### src/rtl/inst_loader.sv
// ---------------------------------------------------------------------------
// inst_loader
//
// Program loader for the instruction memory. It takes a byte stream (for
// example from a UART receiver), assembles big-endian 16-bit instruction
// words and writes them to consecutive instruction addresses. The CPU is
// held in reset through cpu_hold until a complete, valid image is in memory.
//
// Stream format: LEN_HI, LEN_LO (word count N), then N words with the high
// byte first. With checksum checking built in, a trailing checksum word
// follows, also high byte first.
//
// Build option:
//   LOADER_CHECKSUM_EN  defined   : keep a running 16-bit sum of the written
//                                   words and compare it with the trailing
//                                   checksum word before declaring DONE.
//                       undefined : no checksum word; the last write goes
//                                   straight to DONE.
//
// Parameters:
//   BASE_ADDR  byte address of the first instruction (must be even)
//   MAX_WORDS  largest accepted image length in words
//
// Ports:
//   clk        system clock, rising edge
//   reset      synchronous, active-high reset
//   start      one-cycle pulse, starts a load from IDLE, DONE or ERROR
//   in_valid   byte on in_data is valid
//   in_data    stream byte
//   in_ready   loader accepts a byte this cycle
//   mem_we     instruction-memory write strobe, one cycle per word
//   mem_addr   byte address of the write
//   mem_wdata  instruction word being written
//   cpu_hold   keeps the CPU in reset while high
//   busy       a load is in progress
//   done       image loaded successfully (level)
//   error      load failed (level)
//   word_cnt   words written in the current or last load
// ---------------------------------------------------------------------------
module inst_loader #(
    parameter logic [15:0] BASE_ADDR = 16'h0000,
    parameter int          MAX_WORDS = 256
) (
    input  logic        clk,
    input  logic        reset,
    input  logic        start,
    input  logic        in_valid,
    input  logic [7:0]  in_data,
    output logic        in_ready,
    output logic        mem_we,
    output logic [15:0] mem_addr,
    output logic [15:0] mem_wdata,
    output logic        cpu_hold,
    output logic        busy,
    output logic        done,
    output logic        error,
    output logic [15:0] word_cnt
);

    typedef enum logic [3:0] {
        S_IDLE,
        S_LEN_HI,
        S_LEN_LO,
        S_DATA_HI,
        S_DATA_LO,
        S_WRITE,
        S_CSUM_HI,
        S_CSUM_LO,
        S_CHECK,
        S_DONE,
        S_ERROR
    } state_t;

    localparam logic [15:0] MAX_LEN = 16'(MAX_WORDS);

    state_t      state_q, state_d;
    logic [7:0]  hi_q, hi_d;
    logic [15:0] len_q, len_d;
    logic [15:0] addr_q, addr_d;
    logic [15:0] wdata_q, wdata_d;
    logic [15:0] word_cnt_q, word_cnt_d;
`ifdef LOADER_CHECKSUM_EN
    logic [15:0] sum_q, sum_d;
    logic [15:0] csum_q, csum_d;
`endif

    logic        xfer;
    logic [15:0] len_rx;

    assign xfer   = in_valid && in_ready;
    assign len_rx = {hi_q, in_data};

    // Outputs are pure decodes of the registered state, so in_ready rises
    // the cycle after an accepting state is entered.
    always_comb begin
        in_ready = 1'b0;
        mem_we   = 1'b0;
        busy     = 1'b1;
        done     = 1'b0;
        error    = 1'b0;
        cpu_hold = 1'b1;
        case (state_q)
            S_LEN_HI, S_LEN_LO, S_DATA_HI, S_DATA_LO,
            S_CSUM_HI, S_CSUM_LO: in_ready = 1'b1;
            S_WRITE:              mem_we   = 1'b1;
            S_IDLE:               busy     = 1'b0;
            S_DONE: begin
                busy     = 1'b0;
                done     = 1'b1;
                cpu_hold = 1'b0;
            end
            S_ERROR: begin
                busy  = 1'b0;
                error = 1'b1;
            end
            default: ;
        endcase
    end

    assign mem_addr  = addr_q;
    assign mem_wdata = wdata_q;
    assign word_cnt  = word_cnt_q;

    // Next-state logic. The write address advances when leaving WRITE, so
    // mem_addr always points at the word about to be written.
    always_comb begin
        state_d    = state_q;
        hi_d       = hi_q;
        len_d      = len_q;
        addr_d     = addr_q;
        wdata_d    = wdata_q;
        word_cnt_d = word_cnt_q;
`ifdef LOADER_CHECKSUM_EN
        sum_d      = sum_q;
        csum_d     = csum_q;
`endif
        case (state_q)
            S_IDLE, S_DONE, S_ERROR: begin
                if (start) begin
                    state_d    = S_LEN_HI;
                    word_cnt_d = 16'd0;
                    addr_d     = BASE_ADDR;
`ifdef LOADER_CHECKSUM_EN
                    sum_d      = 16'd0;
`endif
                end
            end
            S_LEN_HI: begin
                if (xfer) begin
                    hi_d    = in_data;
                    state_d = S_LEN_LO;
                end
            end
            S_LEN_LO: begin
                if (xfer) begin
                    len_d = len_rx;
                    if (len_rx != 16'd0 && len_rx <= MAX_LEN) begin
                        state_d = S_DATA_HI;
                    end else begin
                        state_d = S_ERROR;
                    end
                end
            end
            S_DATA_HI: begin
                if (xfer) begin
                    hi_d    = in_data;
                    state_d = S_DATA_LO;
                end
            end
            S_DATA_LO: begin
                if (xfer) begin
                    wdata_d = len_rx;
                    state_d = S_WRITE;
                end
            end
            S_WRITE: begin
                word_cnt_d = word_cnt_q + 16'd1;
                addr_d     = addr_q + 16'd2;
`ifdef LOADER_CHECKSUM_EN
                sum_d      = sum_q + wdata_q;
`endif
                if (word_cnt_q + 16'd1 != len_q) begin
                    state_d = S_DATA_HI;
                end else begin
`ifdef LOADER_CHECKSUM_EN
                    state_d = S_CSUM_HI;
`else
                    state_d = S_DONE;
`endif
                end
            end
`ifdef LOADER_CHECKSUM_EN
            S_CSUM_HI: begin
                if (xfer) begin
                    hi_d    = in_data;
                    state_d = S_CSUM_LO;
                end
            end
            S_CSUM_LO: begin
                if (xfer) begin
                    csum_d  = len_rx;
                    state_d = S_CHECK;
                end
            end
            S_CHECK: begin
                state_d = (csum_q == sum_q) ? S_DONE : S_ERROR;
            end
`endif
            default: state_d = S_IDLE;
        endcase
    end

    // State registers with synchronous reset; reset has priority over start.
    always_ff @(posedge clk) begin
        if (reset) begin
            state_q    <= S_IDLE;
            hi_q       <= 8'd0;
            len_q      <= 16'd0;
            addr_q     <= BASE_ADDR;
            wdata_q    <= 16'd0;
            word_cnt_q <= 16'd0;
`ifdef LOADER_CHECKSUM_EN
            sum_q      <= 16'd0;
            csum_q     <= 16'd0;
`endif
        end else begin
            state_q    <= state_d;
            hi_q       <= hi_d;
            len_q      <= len_d;
            addr_q     <= addr_d;
            wdata_q    <= wdata_d;
            word_cnt_q <= word_cnt_d;
`ifdef LOADER_CHECKSUM_EN
            sum_q      <= sum_d;
            csum_q     <= csum_d;
`endif
        end
    end

endmodule

### config.mk
export PLATFORM = sky130hd
export DESIGN_NAME = inst_loader
export DESIGN_NICKNAME = d
export VERILOG_FILES = /design/src/rtl/inst_loader.sv
export SDC_FILE = /design/constraint.sdc
export NUM_CORES = 1
export LEC_CHECK = 0
export CORE_AREA = 2 2 88 90
export CTS_CLUSTER_DIAMETER = 100
export DETAILED_ROUTE_END_ITERATION = 10
export DIE_AREA = 0 0 90 92
export PLACE_DENSITY = 0.86
export SLEW_MARGIN = 20
export SYNTH_ARGS = -nofsm -noshare
export SYNTH_HDL_FRONTEND = slang
export SYNTH_SLANG_ARGS = --single-unit
export TNS_END_PERCENT = 20
### constraint.sdc
create_clock -name clk -period 3.3 [get_ports clk]
set_input_delay 0.66 -clock clk [delete_from_list [all_inputs] [get_ports clk]]
set_output_delay 0.66 -clock clk [all_outputs]
set_load 0.05 [all_outputs]
[Word-level counts from Yosys, hierarchy flattened]
Index checks and enable logic that the tools add are counted.
Word-level totals
  register bits: 76
  output and inout port bits: 54
  input bits: 12
  logic and storage cells: 54
Operators by class
  multiplexer cells: 17
  order comparisons: 1
  reduce and logical (&&, ||, !) cells: 13
  add/subtract/negate cells: 2
  eq/ne operators: 15
Operator list (count)
  one-hot mux 16 bit (2 select lines): 2
  two-way mux 4 bit: 7
  one-hot mux 4 bit (6 select lines): 1
  adder 16 x 1 -> 16 bit (second input constant): 1
  adder 16 x 2 -> 16 bit (second input constant): 1
  == test 4 x 3 -> 1 bit (second input constant): 4
  <= comparator 16 x 9 -> 1 bit (second input constant): 1
  two-way mux 16 bit: 1
  inequality test 16 bit: 1
  nonzero test 16 bit: 1
  == test 4 x 2 -> 1 bit (second input constant): 2
  == test 4 bit (second input constant): 2
  inequality test 2 bit (second input constant): 4
  AND reduction 2 bit: 4
  two-way mux 1 bit: 6
  OR reduction 6 bit: 1
  AND reduction 5 bit: 1
  == test 4 x 1 -> 1 bit (second input constant): 1
  logical NOT 4 bit: 1
  OR reduction 3 bit: 1
  logical AND 1 bit: 2
  inequality test 2 x 1 -> 1 bit (second input constant): 1
  nonzero test 2 bit: 1
  OR reduction 2 bit: 1

[Longest topological paths before layout]
  depth in word-level cells: 6
  mapped depth: 8

[Worst setup path before layout]
No wires, ideal clock.
  path kind: flip-flop to flip-flop
  start point: register word_cnt_q[0], in the netlist word_cnt[0]
  end point: register state_q[3]
  setup time: 0.096 ns
  setup slack: 0.262 ns
  arrival: 2.942 ns
  stages on the path, launching flop included: 8
  period minus slack after synthesis: 3.038 ns
  cell sequence: dfxtp_1 > ha_1 > nand4b_1 > a211oi_1 > o211ai_1 > or4b_2 > or4_1 > o41ai_2
On the way
  cells in the longest elaborated chain, start to end: 4
Ends and longest elaborated chain
  start: declaration: RTL line 81  | logic [15:0] word_cnt_q, word_cnt_d;
  start signal: assignment: RTL line 232  | word_cnt_q <= word_cnt_d;
  adder 16 x 1 -> 16 bit: RTL line 182  | if (word_cnt_q + 16'd1 != len_q) begin
  inequality test 16 bit: RTL line 182
  two-way mux 4 bit: RTL line 182
  one-hot mux 4 bit (6 select lines): RTL line 137  | case (state_q)
  end signal: assignment: RTL line 227  | state_q <= state_d;
  end: declaration: RTL line 76  | state_t state_q, state_d;
No other way between the ends.
A chain may end at the register's enable or synchronous reset.

[Final worst setup path]
  start point: register state_q[3]
  end point: output done
On the way
  cells in the longest elaborated chain, start to end: 2
Ends and longest elaborated chain
  == test 4 bit: RTL line 102  | case (state_q)
  two-way mux 1 bit: RTL line 102
  end: declaration: RTL line 55  | output logic done,
No other way between the ends.

==> impl_metrics.tcl <==
set metrics [dict create \
    outcome "finished, final reports clean" \
    synth_adder_area_share_pct 0.654 \
    worst-path-max-fanout 14 \
    synth_top_family_by_area "simple AND/OR/NAND/NOR gates" \
    fp.dieW_um 90 \
    cts_tree "done" \
    routed_via_density 5.84 \
    period_minus_slack_ps 3050 \
    syn_inst 480 \
    synth-warning-count 0 \
    grt_setup_unrepaired "false" \
    clkPwrFrac_pct 38.0 \
    netlist_top_cells_area "dfxtp_1 39%, nand2_1 7.7%, a21oi_1 6.3%, nor2_1 5.3%, mux2i_1 4.2%" \
    slew_viol_final 0 \
    dr.pass1.iters 5 \
    setup_violations 0 \
    synth-seq-cells 75 \
    hold_viol 0 \
    remaining_drc_errors 0 \
    fin_crit_sh_pct 92.5 \
    r2r_cells 7 \
    cts_hold_buf 0 \
    final_antenna_net_count 0 \
    slew_headroom_pct 61.5 \
    rrSetupSlack_ps 350 \
    die_h_um 92 \
    insertedDiodeCount 0 \
    pwr-share-comb_pct 9.2 \
    antenna_found_initial 0 \
    timing.fmax_ghz 0.328 \
    arrival_ps 2390 \
    switchingPower_uw 507 \
    hpwlAfterDp_mm 6.95 \
    cts_inserted_buffers 9 \
    grt_max_degree 33 \
    crit_type "reg2out" \
    grt_usage_pct 23.7 \
    cts_buffer_depth 2 \
    h-tree-depth 3 \
    worstMarginPinSlew_ps 577 \
    grt_overflow_total 0 \
    first_global_vias 3384 \
    synthTopCellsByCount "79 x nand2_1, 75 x dfxtp_1, 54 x nor2_1, 48 x a21oi_1, 23 x clkbuf_1" \
    synth_top_cell_area_share_pct 39.2 \
    clock_skew_ps 9.36 \
    postSynthAreaPerCell_um2 7.98 \
    ir_drop_v 0.000356 \
    clock_latency_ps 360 \
    vias 3728 \
    core_um2 7450 \
    post-route-util_pct 63.2 \
    ys_types 60 \
    yosys.area_share.simple_pct 27.5 \
    leakage_uw 0.00171 \
    yosysTopAreaCell "dfxtp_1" \
    start_util_pct 51.4 \
    dpl.cell_count 622 \
    crit_path_end_kind "primary output" \
    synth_fp_nets 494 \
    synthFlopType "dfxtp_1" \
    internal_power_uw 1250 \
    post-cts-setup-buffers 0 \
    hp-class "reg2reg" \
    ys_async_sr_fraction_pct 0 \
    die_area_um2 8280 \
    rows 32 \
    cts_repair_resize_count 0 \
    hold_depth 2 \
    muxShareOfSynthArea_pct 4.18 \
    cap_violations 0 \
    setup_tns_ps 0 \
    cp_data_required_time_ps 2640 \
    syn2layout_area_growth_pct 22.9 \
    first_iter_violations 260 \
    finalWirelength_mm 9.72 \
    clock-sinks 75 \
    n_fill_cell 637 \
    synth_most_common_cell "nand2_1" \
    seq_power_share_pct 52.8 \
    critPathLaunchType "flip-flop" \
    final_nets 545 \
    place_congestion 0.874 \
    ys_seq_area_share_pct 39.2 \
    cts.reportedPaths.clkPinSlew_ps 80 \
    synth_edf_count 0 \
    grt_pass1_wl_mm 15.8 \
    drive_above_1_share_pct 7.09 \
    portBuffers 64 \
    synth_compound_area_share_pct 18.2 \
    root_buffer "clkbuf_8" \
    routedWlPerCell_um 15.2 \
    stdcell_count 638 \
    switching_share_pct 28.8 \
    synthXorXnorAreaFrac_pct 5.72 \
    synth_area_um2 3830 \
    power.density_nw_per_um2 374 \
    ioPinCount 66 \
]
[registers in the layout (all words and copies together) (netlist names)]
signal and cells:
hi_q 8, len_q 16, mem_addr 15, mem_wdata 16
state_q 4, word_cnt 16
[layer usage]
| metal | GRT usage, % | wire (µm) |
|---|---|---|
| met5 | 0 | 0 |
| met3 | 6.98 | 662 |
| met1 | 29.0 | 4260 |
| met4 | 11.8 | 308 |
| met2 | 38.3 | 4490 |
[per-stage QoR]
step | hold WS (ps) | instance area, µm² | power (µW) | worst slack [ps]
detailed placement | 463 | 4520 | 1110 | 387
floorplan | 448 | 3830 | 1060 | 262
global route | 506 | 4710 | 1830 | 118
global placement | 460 | 4520 | 1100 | 401
CTS | 474 | 4710 | 1780 | 244
finish | 470 | 4710 | 1760 | 248
[cells by family (layout without fill, tap and decap cells)]
logic type | count (synthesis) | count (layout)
adders and majority gates | 2 | 2
AOI/OAI and AO/OA | 112 | 112
buffers and inverters | 41 | 97
xor gates and xnor gates | 25 | 25
muxes | 16 | 16
and+or+nand+nor | 208 | 208
DFF | 75 | 75
other | 1 | 1
[power by group through the flow]
stage / Clock (µW) / Combinational, µW / Sequential, µW
6_report: 670 / 162 / 931
5_1_grt: 721 / 176 / 932
4_1_cts: 686 / 160 / 930
3_5_place_dp: 0 / 159 / 952
3_3_place_gp: 0 / 154 / 950
2_1_floorplan: 0 / 111 / 944
[cell type report]
type                            instances  area, µm²  area share [%]
Tap cell                              102        128            2.71
Inverter                               10       37.5           0.798
Multi-Input combinational cell        364       2160            45.8
Sequential cell                        75       1500            31.9
Clock inverter                          7       60.1            1.28
Timing Repair Buffer                   71        698            14.8
Clock buffer                            9        124            2.63
[worst max-delay path: stages, from the launching register on]
cell and delay [ps]:
dfxtp_1 600, inv_1 180, or3_1 400, inv_1 60, clkdlybuf4s50_1 790
[final timing paths]
path                     from         end
hold / removal      len_q[10]   len_q[10]
setup / recovery   state_q[3]        done
hold reg to reg     len_q[10]   len_q[10]
setup reg to reg  word_cnt[0]  state_q[3]
[layout by cell type (no fill, tap or decap), types with 11 or more instances in the layout]
| master | netlist | layout |
|---|---|---|
| a21oi_1 | 48 | 48 |
| clkdlybuf4s50_1 | 0 | 62 |
| dfxtp_1 | 75 | 75 |
| mux2i_1 | 16 | 16 |
| nand2_1 | 79 | 79 |
| nand3_1 | 13 | 13 |
| nor2_1 | 54 | 54 |
| nor3_1 | 13 | 13 |
| o21ai_0 | 21 | 21 |
| xnor2_1 | 14 | 14 |
| xor2_1 | 11 | 11 |
Note: power is estimated with default switching activity, not from simulation.
